File: config.mk
export PLATFORM = sky130hd
export DESIGN_NAME = id_ex_pipeline_register_flat
export DESIGN_NICKNAME = d
export VERILOG_FILES = /design/src/rtl/id_ex_pipeline_register_if.sv /design/src/rtl/id_ex_pipeline_register.sv /design/src/flat_wrapper.sv
export SDC_FILE = /design/constraint.sdc
export NUM_CORES = 1
export LEC_CHECK = 0
export BUFFER_PORTS_ARGS = -buffer_cell sky130_fd_sc_hd__buf_4
export CAP_MARGIN = 30
export CORE_AREA = 2 2 139 141
export DETAILED_ROUTE_END_ITERATION = 16
export DIE_AREA = 0 0 141 143
export HOLD_SLACK_MARGIN = 0.05
export PLACE_DENSITY = 0.66
export SKIP_CTS_REPAIR_TIMING = 1
export SLEW_MARGIN = 25
export SYNTH_ARGS = -nofsm -noshare
export SYNTH_HDL_FRONTEND = slang
export SYNTH_SLANG_ARGS = --single-unit
File: constraint.sdc
create_clock -name Clock -period 2.9 [get_ports Clock]
set_input_delay 0.145 -clock Clock [delete_from_list [all_inputs] [get_ports Clock]]
set_output_delay 0.145 -clock Clock [all_outputs]
set_load 0.02 [all_outputs]
File: src/rtl/id_ex_pipeline_register_if.sv
// ---------------------------------------------------------------------------
// id_ex_pipeline_register_if
// Purpose : Bundles every signal crossing the ID/EX boundary so the stage
//           register and its neighbours connect through one port.
// Ports   : parameters DATA_W (operand/PC/immediate width) and CNT_W
//           (bubble statistics counter width).
//           *In    - ID-stage control bundle and operands, plus FlushIn and
//                    HoldIn from the branch unit and the downstream stages.
//           *Out   - registered copy presented to EX, plus DestRegOut.
//           StallOut    - combinational request to freeze PC and IF/ID.
//           BubbleCount - saturating count of inserted bubbles.
// Modports: master = upstream/downstream pipeline environment,
//           slave  = the ID/EX register itself.
// ---------------------------------------------------------------------------
interface id_ex_pipeline_register_if #(
  parameter int DATA_W = 32,
  parameter int CNT_W  = 16
);
  // Inputs from the ID stage and pipeline control
  logic              ValidIn;
  logic [1:0]        RegDestIn;
  logic              RegWriteIn;
  logic              AluSrcIn;
  logic              MemWriteIn;
  logic              MemReadIn;
  logic              BranchIn;
  logic              BranchSourceMuxIn;
  logic              JALIn;
  logic [1:0]        MemToRegIn;
  logic [1:0]        ByteSelIn;
  logic [2:0]        BCControlIn;
  logic [4:0]        AluOpIn;
  logic [DATA_W-1:0] PCPlus4In;
  logic [DATA_W-1:0] ReadData1In;
  logic [DATA_W-1:0] ReadData2In;
  logic [DATA_W-1:0] ImmExtIn;
  logic [4:0]        RsIn;
  logic [4:0]        RtIn;
  logic [4:0]        RdIn;
  logic              FlushIn;
  logic              HoldIn;

  // Registered outputs toward EX
  logic              ValidOut;
  logic [1:0]        RegDestOut;
  logic              RegWriteOut;
  logic              AluSrcOut;
  logic              MemWriteOut;
  logic              MemReadOut;
  logic              BranchOut;
  logic              BranchSourceMuxOut;
  logic              JALOut;
  logic [1:0]        MemToRegOut;
  logic [1:0]        ByteSelOut;
  logic [2:0]        BCControlOut;
  logic [4:0]        AluOpOut;
  logic [DATA_W-1:0] PCPlus4Out;
  logic [DATA_W-1:0] ReadData1Out;
  logic [DATA_W-1:0] ReadData2Out;
  logic [DATA_W-1:0] ImmExtOut;
  logic [4:0]        RsOut;
  logic [4:0]        RtOut;
  logic [4:0]        RdOut;
  logic [4:0]        DestRegOut;
  logic              StallOut;
  logic [CNT_W-1:0]  BubbleCount;

  modport master (
    output ValidIn, RegDestIn, RegWriteIn, AluSrcIn, MemWriteIn, MemReadIn,
           BranchIn, BranchSourceMuxIn, JALIn, MemToRegIn, ByteSelIn,
           BCControlIn, AluOpIn, PCPlus4In, ReadData1In, ReadData2In,
           ImmExtIn, RsIn, RtIn, RdIn, FlushIn, HoldIn,
    input  ValidOut, RegDestOut, RegWriteOut, AluSrcOut, MemWriteOut,
           MemReadOut, BranchOut, BranchSourceMuxOut, JALOut, MemToRegOut,
           ByteSelOut, BCControlOut, AluOpOut, PCPlus4Out, ReadData1Out,
           ReadData2Out, ImmExtOut, RsOut, RtOut, RdOut, DestRegOut,
           StallOut, BubbleCount
  );

  modport slave (
    input  ValidIn, RegDestIn, RegWriteIn, AluSrcIn, MemWriteIn, MemReadIn,
           BranchIn, BranchSourceMuxIn, JALIn, MemToRegIn, ByteSelIn,
           BCControlIn, AluOpIn, PCPlus4In, ReadData1In, ReadData2In,
           ImmExtIn, RsIn, RtIn, RdIn, FlushIn, HoldIn,
    output ValidOut, RegDestOut, RegWriteOut, AluSrcOut, MemWriteOut,
           MemReadOut, BranchOut, BranchSourceMuxOut, JALOut, MemToRegOut,
           ByteSelOut, BCControlOut, AluOpOut, PCPlus4Out, ReadData1Out,
           ReadData2Out, ImmExtOut, RsOut, RtOut, RdOut, DestRegOut,
           StallOut, BubbleCount
  );
endinterface

File: src/rtl/id_ex_pipeline_register.sv
// ---------------------------------------------------------------------------
// id_ex_pipeline_register
// Purpose : ID/EX stage register. Captures the decoded control bundle and
//           operands, detects load-use hazards against the instruction in
//           EX, inserts bubbles on flush or hazard, freezes on a downstream
//           hold, and counts inserted bubbles (saturating).
// Ports   : Clock - rising-edge clock.
//           Reset - synchronous, active-high; clears every register.
//           bus   - id_ex_pipeline_register_if.slave carrying all ID-stage
//                   inputs, FlushIn/HoldIn, registered *Out fields,
//                   DestRegOut, StallOut and BubbleCount.
// ---------------------------------------------------------------------------
module id_ex_pipeline_register #(
  parameter int DATA_W = 32,
  parameter int CNT_W  = 16
) (
  input  logic Clock,
  input  logic Reset,
  id_ex_pipeline_register_if.slave bus
);

  typedef struct packed {
    logic              valid;
    logic [1:0]        regDest;
    logic              regWrite;
    logic              aluSrc;
    logic              memWrite;
    logic              memRead;
    logic              branch;
    logic              branchSourceMux;
    logic              jal;
    logic [1:0]        memToReg;
    logic [1:0]        byteSel;
    logic [2:0]        bcControl;
    logic [4:0]        aluOp;
    logic [DATA_W-1:0] pcPlus4;
    logic [DATA_W-1:0] readData1;
    logic [DATA_W-1:0] readData2;
    logic [DATA_W-1:0] immExt;
    logic [4:0]        rs;
    logic [4:0]        rt;
    logic [4:0]        rd;
    logic [4:0]        destReg;
  } stage_t;

  stage_t           stage_q, stage_d, stageIn;
  logic [CNT_W-1:0] bubbleCount_q, bubbleCount_d;
  logic             loadUse;

  // Assemble the incoming instruction. The EX destination is resolved here
  // so DestRegOut comes straight from a flop; the unused RegDest code 11
  // resolves to r0, which the hazard check and writeback both ignore.
  always_comb begin
    stageIn                 = '0;
    stageIn.valid           = bus.ValidIn;
    stageIn.regDest         = bus.RegDestIn;
    stageIn.regWrite        = bus.RegWriteIn;
    stageIn.aluSrc          = bus.AluSrcIn;
    stageIn.memWrite        = bus.MemWriteIn;
    stageIn.memRead         = bus.MemReadIn;
    stageIn.branch          = bus.BranchIn;
    stageIn.branchSourceMux = bus.BranchSourceMuxIn;
    stageIn.jal             = bus.JALIn;
    stageIn.memToReg        = bus.MemToRegIn;
    stageIn.byteSel         = bus.ByteSelIn;
    stageIn.bcControl       = bus.BCControlIn;
    stageIn.aluOp           = bus.AluOpIn;
    stageIn.pcPlus4         = bus.PCPlus4In;
    stageIn.readData1       = bus.ReadData1In;
    stageIn.readData2       = bus.ReadData2In;
    stageIn.immExt          = bus.ImmExtIn;
    stageIn.rs              = bus.RsIn;
    stageIn.rt              = bus.RtIn;
    stageIn.rd              = bus.RdIn;
    case (bus.RegDestIn)
      2'b00:   stageIn.destReg = bus.RdIn;
      2'b01:   stageIn.destReg = bus.RtIn;
      2'b10:   stageIn.destReg = 5'd31;
      default: stageIn.destReg = 5'd0;
    endcase
  end

  // A load in EX whose result the ID instruction needs cannot be forwarded
  // in time; writes to r0 never create a dependency.
  assign loadUse = bus.ValidIn & stage_q.valid & stage_q.memRead &
                   stage_q.regWrite & (stage_q.destReg != 5'd0) &
                   ((stage_q.destReg == bus.RsIn) | (stage_q.destReg == bus.RtIn));

  // A flush squashes the ID instruction anyway, so it must not also stall it.
  assign bus.StallOut = bus.HoldIn | (loadUse & ~bus.FlushIn);

  // Next state: hold freezes everything; flush or hazard inserts a counted
  // bubble; otherwise capture, with an invalid input collapsing to an
  // all-zero (uncounted) bubble so EX never sees stray control bits.
  always_comb begin
    stage_d       = stage_q;
    bubbleCount_d = bubbleCount_q;
    if (!bus.HoldIn) begin
      if (bus.FlushIn || loadUse) begin
        stage_d = '0;
        if (bubbleCount_q != {CNT_W{1'b1}}) begin
          bubbleCount_d = bubbleCount_q + CNT_W'(1);
        end
      end else if (bus.ValidIn) begin
        stage_d = stageIn;
      end else begin
        stage_d = '0;
      end
    end
  end

  // Stage and statistics registers with synchronous reset.
  always_ff @(posedge Clock) begin
    if (Reset) begin
      stage_q       <= '0;
      bubbleCount_q <= '0;
    end else begin
      stage_q       <= stage_d;
      bubbleCount_q <= bubbleCount_d;
    end
  end

  assign bus.ValidOut           = stage_q.valid;
  assign bus.RegDestOut         = stage_q.regDest;
  assign bus.RegWriteOut        = stage_q.regWrite;
  assign bus.AluSrcOut          = stage_q.aluSrc;
  assign bus.MemWriteOut        = stage_q.memWrite;
  assign bus.MemReadOut         = stage_q.memRead;
  assign bus.BranchOut          = stage_q.branch;
  assign bus.BranchSourceMuxOut = stage_q.branchSourceMux;
  assign bus.JALOut             = stage_q.jal;
  assign bus.MemToRegOut        = stage_q.memToReg;
  assign bus.ByteSelOut         = stage_q.byteSel;
  assign bus.BCControlOut       = stage_q.bcControl;
  assign bus.AluOpOut           = stage_q.aluOp;
  assign bus.PCPlus4Out         = stage_q.pcPlus4;
  assign bus.ReadData1Out       = stage_q.readData1;
  assign bus.ReadData2Out       = stage_q.readData2;
  assign bus.ImmExtOut          = stage_q.immExt;
  assign bus.RsOut              = stage_q.rs;
  assign bus.RtOut              = stage_q.rt;
  assign bus.RdOut              = stage_q.rd;
  assign bus.DestRegOut         = stage_q.destReg;
  assign bus.BubbleCount        = bubbleCount_q;

endmodule
File: src/flat_wrapper.sv
// flat-port wrapper written by rule: the top's interface ports become plain ports
module id_ex_pipeline_register_flat 
#(
  parameter int DATA_W = 32,
  parameter int CNT_W  = 16
)
  (Clock, Reset, bus_ValidIn, bus_RegDestIn, bus_RegWriteIn, bus_AluSrcIn, bus_MemWriteIn, bus_MemReadIn, bus_BranchIn, bus_BranchSourceMuxIn, bus_JALIn, bus_MemToRegIn, bus_ByteSelIn, bus_BCControlIn, bus_AluOpIn, bus_PCPlus4In, bus_ReadData1In, bus_ReadData2In, bus_ImmExtIn, bus_RsIn, bus_RtIn, bus_RdIn, bus_FlushIn, bus_HoldIn, bus_ValidOut, bus_RegDestOut, bus_RegWriteOut, bus_AluSrcOut, bus_MemWriteOut, bus_MemReadOut, bus_BranchOut, bus_BranchSourceMuxOut, bus_JALOut, bus_MemToRegOut, bus_ByteSelOut, bus_BCControlOut, bus_AluOpOut, bus_PCPlus4Out, bus_ReadData1Out, bus_ReadData2Out, bus_ImmExtOut, bus_RsOut, bus_RtOut, bus_RdOut, bus_DestRegOut, bus_StallOut, bus_BubbleCount);
  id_ex_pipeline_register_if #(.DATA_W(DATA_W), .CNT_W(CNT_W)) bus_i ();
  input  logic Clock;
  input  logic Reset;
  input wire logic [$bits(bus_i.ValidIn)-1:0] bus_ValidIn;
  input wire logic [$bits(bus_i.RegDestIn)-1:0] bus_RegDestIn;
  input wire logic [$bits(bus_i.RegWriteIn)-1:0] bus_RegWriteIn;
  input wire logic [$bits(bus_i.AluSrcIn)-1:0] bus_AluSrcIn;
  input wire logic [$bits(bus_i.MemWriteIn)-1:0] bus_MemWriteIn;
  input wire logic [$bits(bus_i.MemReadIn)-1:0] bus_MemReadIn;
  input wire logic [$bits(bus_i.BranchIn)-1:0] bus_BranchIn;
  input wire logic [$bits(bus_i.BranchSourceMuxIn)-1:0] bus_BranchSourceMuxIn;
  input wire logic [$bits(bus_i.JALIn)-1:0] bus_JALIn;
  input wire logic [$bits(bus_i.MemToRegIn)-1:0] bus_MemToRegIn;
  input wire logic [$bits(bus_i.ByteSelIn)-1:0] bus_ByteSelIn;
  input wire logic [$bits(bus_i.BCControlIn)-1:0] bus_BCControlIn;
  input wire logic [$bits(bus_i.AluOpIn)-1:0] bus_AluOpIn;
  input wire logic [$bits(bus_i.PCPlus4In)-1:0] bus_PCPlus4In;
  input wire logic [$bits(bus_i.ReadData1In)-1:0] bus_ReadData1In;
  input wire logic [$bits(bus_i.ReadData2In)-1:0] bus_ReadData2In;
  input wire logic [$bits(bus_i.ImmExtIn)-1:0] bus_ImmExtIn;
  input wire logic [$bits(bus_i.RsIn)-1:0] bus_RsIn;
  input wire logic [$bits(bus_i.RtIn)-1:0] bus_RtIn;
  input wire logic [$bits(bus_i.RdIn)-1:0] bus_RdIn;
  input wire logic [$bits(bus_i.FlushIn)-1:0] bus_FlushIn;
  input wire logic [$bits(bus_i.HoldIn)-1:0] bus_HoldIn;
  output wire logic [$bits(bus_i.ValidOut)-1:0] bus_ValidOut;
  output wire logic [$bits(bus_i.RegDestOut)-1:0] bus_RegDestOut;
  output wire logic [$bits(bus_i.RegWriteOut)-1:0] bus_RegWriteOut;
  output wire logic [$bits(bus_i.AluSrcOut)-1:0] bus_AluSrcOut;
  output wire logic [$bits(bus_i.MemWriteOut)-1:0] bus_MemWriteOut;
  output wire logic [$bits(bus_i.MemReadOut)-1:0] bus_MemReadOut;
  output wire logic [$bits(bus_i.BranchOut)-1:0] bus_BranchOut;
  output wire logic [$bits(bus_i.BranchSourceMuxOut)-1:0] bus_BranchSourceMuxOut;
  output wire logic [$bits(bus_i.JALOut)-1:0] bus_JALOut;
  output wire logic [$bits(bus_i.MemToRegOut)-1:0] bus_MemToRegOut;
  output wire logic [$bits(bus_i.ByteSelOut)-1:0] bus_ByteSelOut;
  output wire logic [$bits(bus_i.BCControlOut)-1:0] bus_BCControlOut;
  output wire logic [$bits(bus_i.AluOpOut)-1:0] bus_AluOpOut;
  output wire logic [$bits(bus_i.PCPlus4Out)-1:0] bus_PCPlus4Out;
  output wire logic [$bits(bus_i.ReadData1Out)-1:0] bus_ReadData1Out;
  output wire logic [$bits(bus_i.ReadData2Out)-1:0] bus_ReadData2Out;
  output wire logic [$bits(bus_i.ImmExtOut)-1:0] bus_ImmExtOut;
  output wire logic [$bits(bus_i.RsOut)-1:0] bus_RsOut;
  output wire logic [$bits(bus_i.RtOut)-1:0] bus_RtOut;
  output wire logic [$bits(bus_i.RdOut)-1:0] bus_RdOut;
  output wire logic [$bits(bus_i.DestRegOut)-1:0] bus_DestRegOut;
  output wire logic [$bits(bus_i.StallOut)-1:0] bus_StallOut;
  output wire logic [$bits(bus_i.BubbleCount)-1:0] bus_BubbleCount;
  assign bus_i.ValidIn = bus_ValidIn;
  assign bus_i.RegDestIn = bus_RegDestIn;
  assign bus_i.RegWriteIn = bus_RegWriteIn;
  assign bus_i.AluSrcIn = bus_AluSrcIn;
  assign bus_i.MemWriteIn = bus_MemWriteIn;
  assign bus_i.MemReadIn = bus_MemReadIn;
  assign bus_i.BranchIn = bus_BranchIn;
  assign bus_i.BranchSourceMuxIn = bus_BranchSourceMuxIn;
  assign bus_i.JALIn = bus_JALIn;
  assign bus_i.MemToRegIn = bus_MemToRegIn;
  assign bus_i.ByteSelIn = bus_ByteSelIn;
  assign bus_i.BCControlIn = bus_BCControlIn;
  assign bus_i.AluOpIn = bus_AluOpIn;
  assign bus_i.PCPlus4In = bus_PCPlus4In;
  assign bus_i.ReadData1In = bus_ReadData1In;
  assign bus_i.ReadData2In = bus_ReadData2In;
  assign bus_i.ImmExtIn = bus_ImmExtIn;
  assign bus_i.RsIn = bus_RsIn;
  assign bus_i.RtIn = bus_RtIn;
  assign bus_i.RdIn = bus_RdIn;
  assign bus_i.FlushIn = bus_FlushIn;
  assign bus_i.HoldIn = bus_HoldIn;
  assign bus_ValidOut = bus_i.ValidOut;
  assign bus_RegDestOut = bus_i.RegDestOut;
  assign bus_RegWriteOut = bus_i.RegWriteOut;
  assign bus_AluSrcOut = bus_i.AluSrcOut;
  assign bus_MemWriteOut = bus_i.MemWriteOut;
  assign bus_MemReadOut = bus_i.MemReadOut;
  assign bus_BranchOut = bus_i.BranchOut;
  assign bus_BranchSourceMuxOut = bus_i.BranchSourceMuxOut;
  assign bus_JALOut = bus_i.JALOut;
  assign bus_MemToRegOut = bus_i.MemToRegOut;
  assign bus_ByteSelOut = bus_i.ByteSelOut;
  assign bus_BCControlOut = bus_i.BCControlOut;
  assign bus_AluOpOut = bus_i.AluOpOut;
  assign bus_PCPlus4Out = bus_i.PCPlus4Out;
  assign bus_ReadData1Out = bus_i.ReadData1Out;
  assign bus_ReadData2Out = bus_i.ReadData2Out;
  assign bus_ImmExtOut = bus_i.ImmExtOut;
  assign bus_RsOut = bus_i.RsOut;
  assign bus_RtOut = bus_i.RtOut;
  assign bus_RdOut = bus_i.RdOut;
  assign bus_DestRegOut = bus_i.DestRegOut;
  assign bus_StallOut = bus_i.StallOut;
  assign bus_BubbleCount = bus_i.BubbleCount;
  id_ex_pipeline_register #(.DATA_W(DATA_W), .CNT_W(CNT_W)) u_core (.Clock(Clock), .Reset(Reset), .bus(bus_i));
endmodule
* Yosys cells after proc, flatten, opt, wreduce, memory -nomap -nowiden
Cells that the tools add are included.
** Cells by class
- Add/sub/neg operators :: 1
- Equal/unequal tests :: 5
- Multiplexer cells :: 3
- Bitwise operators :: 10
- Reductions and logical operators :: 4
** Operator list (count)
- 170-bit two-way mux :: 2
- 16-bit by 1-bit adder with 16-bit output (second input constant) :: 1
- 16-bit != test (second input constant) :: 1
- 5-bit one-hot mux with 3 select lines :: 1
- 5-bit == test :: 2
- 1-bit AND :: 6
- 5-bit nonzero test :: 1
- 3-bit AND reduction :: 1
- 2-bit by 1-bit == test with 1-bit output (second input constant) :: 1
- 2-bit == test (second input constant) :: 1
- 2-bit zero test :: 1
- 1-bit inverter :: 2
- 1-bit bitwise OR :: 2
- 1-bit logical OR :: 1
** Word-level totals
- Register bits after elaboration :: 186
- Input bits :: 169
- Output and inout port bits :: 187
- Word-level logic and storage cells :: 45

* Longest topological paths before layout
- Depth after elaboration :: 7
- Mapped depth :: 9
- Gate-level depth less buffers :: 7

* Worst setup path after synthesis
OpenSTA, ideal clock, no wires.
- Path kind :: flip-flop to flip-flop
- From :: reg u_core.bubbleCount_q[0], in the netlist u_core.bus.BubbleCount[0]
- To :: reg u_core.bubbleCount_q[12], in the netlist u_core.bus.BubbleCount[12]
- Library setup time :: 0.071 ns
- Arrival time :: 2.050 ns
- Data required time :: 2.829 ns
- Setup slack :: 0.779 ns
- Cell stages (with the launch flop) :: 9
- Path buffers :: 1
- Clock period less this slack :: 2.121 ns
- Path through :: dfxtp_1 > ha_1 > and4_4 > and3_4 > a221o_1 > nand2b_4 > buf_6 > or3_1 > a21oi_1
** On the way
- Longest elaborated chain between the ends :: 2
- Elaborated cells on any way between the ends :: 3
- Those cells by class :: add/sub (1); eq/ne (1); reduce/logical (1)
** Ends and longest elaborated chain
- start, declared :: RTL line id_ex_pipeline_register.sv:47 : logic [CNT_W-1:0] bubbleCount_q, bubbleCount_d;
- start signal, assigned :: RTL line id_ex_pipeline_register.sv:119 : bubbleCount_q <= bubbleCount_d;
- branches (longest 2 deep; another with 16-bit by 1-bit adder with 16-bit output)
Several ways; the timed one is not identified.
A chain may end at the register's enable or synchronous reset.

* Worst setup path after layout
- From :: reg u_core.stage_q (netlist bit u_core.bus.DestRegOut[3])
- To :: reg u_core.stage_q (netlist bit u_core.bus.PCPlus4Out[28])
** On the way
- Longest elaborated chain between the ends :: 5
- Elaborated cells on any way between the ends :: 8
- Those cells by class :: eq/ne (2); mux (1); bitwise (3); reduce/logical (2)
** Ends and longest elaborated chain
- start, declared :: RTL line id_ex_pipeline_register.sv:46 : stage_t stage_q, stage_d, stageIn;
- start signal, assigned :: RTL line id_ex_pipeline_register.sv:118 : stage_q <= stage_d;
- 5-bit == test or 5-bit nonzero test (tied branches) :: RTL line id_ex_pipeline_register.sv:87, id_ex_pipeline_register.sv:86
- 1-bit bitwise OR or 1-bit AND (tied branches) :: RTL line id_ex_pipeline_register.sv:87, id_ex_pipeline_register.sv:86
- 1-bit AND * :: RTL line id_ex_pipeline_register.sv:86 : stage_q.regWrite & (stage_q.destReg != 5'd0) &
- 1-bit logical OR * :: RTL line id_ex_pipeline_register.sv:99 : if (bus.FlushIn || loadUse) begin
- 170-bit two-way mux * :: RTL line id_ex_pipeline_register.sv:99
Every way passes the cells marked *; elsewhere a longest branch is shown, timed or not.

==> metrics.log <==
INFO  metric critical_r2r_launch = u_core.bus.DestRegOut[3]
INFO  metric synth_top_family_by_area = multiplexers
INFO  metric startpoint_to_endpoint_class_of_the_critical_path = reg2reg
INFO  metric final_hold_slack = between 0.02 and 0.03 ns
INFO  metric compound_gate_portion_of_the_synthesized_area = 0.0406
INFO  metric finalMaxSlewViolations = 0
INFO  metric synth-xor-area-share = 0.0138
INFO  metric synth_enable_flop_cells = 0
INFO  metric top_level_ports = 356
INFO  metric dr_total_vias = 6804
INFO  metric unrepaired_setup_endpoints_after_global_routing = false
INFO  metric drtPass1Iterations = 4
INFO  metric count_of_mapped_cells_out_of_synthesis = 690
INFO  metric layout-drive-gt1-share = 0.331
INFO  metric max-clock-path-buffers = 2
INFO  metric destination_of_the_worst_hold_path = u_core.bus.RegDestOut[1]
INFO  metric async_flop_share = 0
INFO  metric final_antenna_net_count = 0
INFO  metric cts_root_buf = sky130_fd_sc_hd__clkbuf_16
INFO  metric netlist_area_before_placement = 6960 sq um
INFO  metric power_per_cell_area = 506 nW/um^2
INFO  metric critPathLaunchType = flop
INFO  metric first_iter_violations = 280
INFO  metric setup_viol = 0
INFO  metric synth.cells.most_frequent = sky130_fd_sc_hd__nor2_1, sky130_fd_sc_hd__dfxtp_1, sky130_fd_sc_hd__mux2i_1, sky130_fd_sc_hd__a21oi_1, sky130_fd_sc_hd__buf_2
INFO  metric postSynthAreaPerCell = 10.1 sq um
INFO  metric clkLatencyLatePin = between 0.4 and 0.5 ns
INFO  metric share_of_synthesized_cell_area_in_full_adder_half_adder_and_majority_cells = 0.00180
INFO  metric core_area = 18600 sq um
INFO  metric flops_latches_synth = 186
INFO  metric antenna_violations_before_repair = 0
INFO  metric period_share = 0.758
INFO  metric clock_tree.htree_level_count = 4
INFO  metric synth-warning-count = 0
INFO  metric dp.final_hpwl = 15600 um
INFO  metric fp.dieArea = 20200 sq um
INFO  metric synth_top_cell_by_area = sky130_fd_sc_hd__dfxtp_1
INFO  metric p_seq_frac = 0.447
INFO  metric portBuffers = 355
INFO  metric arrival = 2.50 ns
INFO  metric detail_route.wl_per_cell = around 17 um
INFO  metric clk_transition_reported_paths = 0.08 ns
INFO  metric ir_drop_worst_vdd = around 410 uV
INFO  metric clock.fmax = 455 MHz
INFO  metric avgViaCountPerCell = 4.74
INFO  metric top_ff_cell_synth = sky130_fd_sc_hd__dfxtp_1
INFO  metric reg2reg_setup_slack = 0.70 ns
INFO  metric synth.top_cell.area_share = 0.535
INFO  metric whs_path_depth = 3
INFO  metric worst_slew_margin_rel = 0.568
INFO  metric overflow = 0
INFO  metric finClkSkew = 0.0104 ns
INFO  metric drt-total-wl = 24100 um
INFO  metric cts.sinks = about 190
INFO  metric num_rows = 50
INFO  metric floorplan.die.height = 143 um
INFO  metric endpoint_kind = flop
INFO  metric grt_first_pass_wirelength = 31400 um
INFO  metric synthesis.nets = 860
INFO  metric number_of_global_route_vias_before_repair = approximately 5700
INFO  metric capturing_point_of_the_worst_reg2reg_path = u_core.bus.PCPlus4Out[28]
INFO  metric floorplan.die.width = 141 um
INFO  metric synthToLayoutAreaGrowth = 72.8%
INFO  metric grt_use_total = 0.201
INFO  metric p_comb_frac = 0.171
INFO  metric power.share.switching = 0.270
INFO  metric synth.most_common_cell = sky130_fd_sc_hd__nor2_1
INFO  metric routabilityCongestion = 0.830
INFO  metric synth_mux_area_frac = 0.239
INFO  metric critical_path.max_fanout = just over 90
INFO  metric synth_sequential_area_ratio = 0.535
INFO  metric p_clk_frac = 0.382
INFO  metric insertedDiodeCount = 0
INFO  metric min_from = bus_RegDestIn[1]
INFO  metric drv_cap = 0
INFO  metric effective_utilization_at_floorplan = 0.374
INFO  metric p_leak = 5.75 nW
INFO  metric finalSetupTns = 0 ns
INFO  metric final-hold-violation-count = 0
INFO  metric rr_worst_depth = 7
INFO  metric yosys.area_share.simple = 0.140
INFO  metric worst_ep_required_time = 3.20 ns
INFO  metric cellInternalPower = 4.44 mW
INFO  metric holdCritPathClass = in2reg
INFO  metric num-nets-final = 1359
INFO  metric final.min_clock_period = 2.20 ns
INFO  metric switchingPower = 1.64 mW
INFO  metric status = finished clean
INFO  metric drc_errors = 0
INFO  metric timing.critical_path.from = u_core.bus.DestRegOut[3]
INFO  metric ys_types = 37
INFO  metric synth_top_cells_by_area = sky130_fd_sc_hd__dfxtp_1, sky130_fd_sc_hd__mux2i_1, sky130_fd_sc_hd__nor2_1
INFO  metric cts_tree = yes
INFO  metric grt_max_degree = between 90 and 100
INFO  metric cts-buffers-inserted = 17
INFO  metric worst_slew_pin_slew = 0.648 ns
-- per-stage QoR --
step | setup slack [ns] | power (mW) | instances | util | area (sq um)
floorplan | 0.779 | 3.20 | 690 | - | 6960
global placement | 0.770 | 3.61 | 1242 | 0.528 | 9820
detailed placement | 0.726 | 3.62 | 1242 | 0.528 | 9820
CTS | 0.718 | 5.93 | 1274 | 0.560 | 10400
global route | 0.532 | 6.32 | 1436 | 0.647 | 12000
finish | 0.702 | 6.08 | 1436 | 0.647 | 12000
-- critical path, stage by stage, from the launching register on --
cell and delay (ns):
sky130_fd_sc_hd__dfxtp_1 0.49, sky130_fd_sc_hd__xnor2_1 0.17, sky130_fd_sc_hd__nand2_1 0.09, sky130_fd_sc_hd__o22ai_1 0.26, sky130_fd_sc_hd__a21oi_1 0.25, sky130_fd_sc_hd__o21bai_4 0.23
sky130_fd_sc_hd__buf_12 0.33, sky130_fd_sc_hd__nor2_1 0.14
-- logic make-up (layout without fill, tap and decap cells) --
group	count (synthesis)	in the layout
mux	166	166
fa+ha+maj	1	1
simple gates	234	234
flops	186	186
buf+inv	45	557
xor+xnor	11	11
compound gates	47	47
-- sequential cells by signal, indices dropped and copies added (netlist names), 2 cells and up --
register,count
u_core.bus.AluOpOut,5
u_core.bus.BCControlOut,3
u_core.bus.BubbleCount,16
u_core.bus.ByteSelOut,2
u_core.bus.DestRegOut,5
u_core.bus.ImmExtOut,32
u_core.bus.MemToRegOut,2
u_core.bus.PCPlus4Out,32
u_core.bus.RdOut,5
u_core.bus.ReadData1Out,32
u_core.bus.ReadData2Out,32
u_core.bus.RegDestOut,2
u_core.bus.RsOut,5
u_core.bus.RtOut,5
-- routing by layer --
layer  GRT usage  vias to the layer above  wire length (um)
met2       0.336                      257             12400
met5           0                        -                 0
met1       0.237                     3160              9580
met4      0.0858                        0               642
li1            -                     3341                 -
met3      0.0657                       46              1490
-- cell type report --
cell class,instances,area [sq um]
fill,1464,6560
timing repair buffer,522,4370
sequential,186,3720
multi-input combinational,459,3040
clock buffer,17,425
tap,234,293
clock inverter,15,158
inverter,3,11.3
-- worst max path at each step --
stage	end	slack, ns
floorplan	u_core.bus.BubbleCount[12]	0.78
global placement	u_core.bus.BubbleCount[7]	0.77
detailed placement	u_core.bus.BubbleCount[7]	0.73
CTS	u_core.bus.BubbleCount[7]	0.72
global route	u_core.bus.PCPlus4Out[28]	0.53
finish	u_core.bus.PCPlus4Out[28]	0.70
-- layout by cell type, fill, tap and decap left out, types with 2 or more instances in the layout --
| cell type | instances |
|---|---|
| sky130_fd_sc_hd__nor2_1 | 190 |
| sky130_fd_sc_hd__o21ai_0 | 9 |
| sky130_fd_sc_hd__a21oi_1 | 22 |
| sky130_fd_sc_hd__buf_12 | 3 |
| sky130_fd_sc_hd__a22oi_1 | 5 |
| sky130_fd_sc_hd__nor2b_1 | 2 |
| sky130_fd_sc_hd__clkinvlp_4 | 3 |
| sky130_fd_sc_hd__inv_1 | 3 |
| sky130_fd_sc_hd__o31ai_1 | 2 |
| sky130_fd_sc_hd__or4_1 | 2 |
| sky130_fd_sc_hd__nand2_1 | 12 |
| sky130_fd_sc_hd__dfxtp_1 | 186 |
| sky130_fd_sc_hd__or3_1 | 9 |
| sky130_fd_sc_hd__inv_8 | 5 |
| sky130_fd_sc_hd__or4b_1 | 2 |
| sky130_fd_sc_hd__nand4_1 | 2 |
| sky130_fd_sc_hd__nand3_1 | 6 |
| sky130_fd_sc_hd__dlygate4sd3_1 | 162 |
| sky130_fd_sc_hd__buf_4 | 356 |
| sky130_fd_sc_hd__clkinv_4 | 2 |
| sky130_fd_sc_hd__mux2i_1 | 165 |
| sky130_fd_sc_hd__o41ai_1 | 2 |
| sky130_fd_sc_hd__and3_1 | 4 |
| sky130_fd_sc_hd__clkbuf_16 | 17 |
| sky130_fd_sc_hd__xnor2_1 | 10 |
| sky130_fd_sc_hd__inv_6 | 3 |
-- power groups by stage --
stage / Combinational, mW / Sequential, mW / Clock (mW)
global placement: 0.839 / 2.77 / 0
CTS: 0.846 / 2.71 / 2.37
floorplan: 0.306 / 2.89 / 0
finish: 1.04 / 2.72 / 2.32
global route: 1.11 / 2.73 / 2.48
detailed placement: 0.845 / 2.77 / 0
Note: power is estimated with default switching activity, not from simulation.
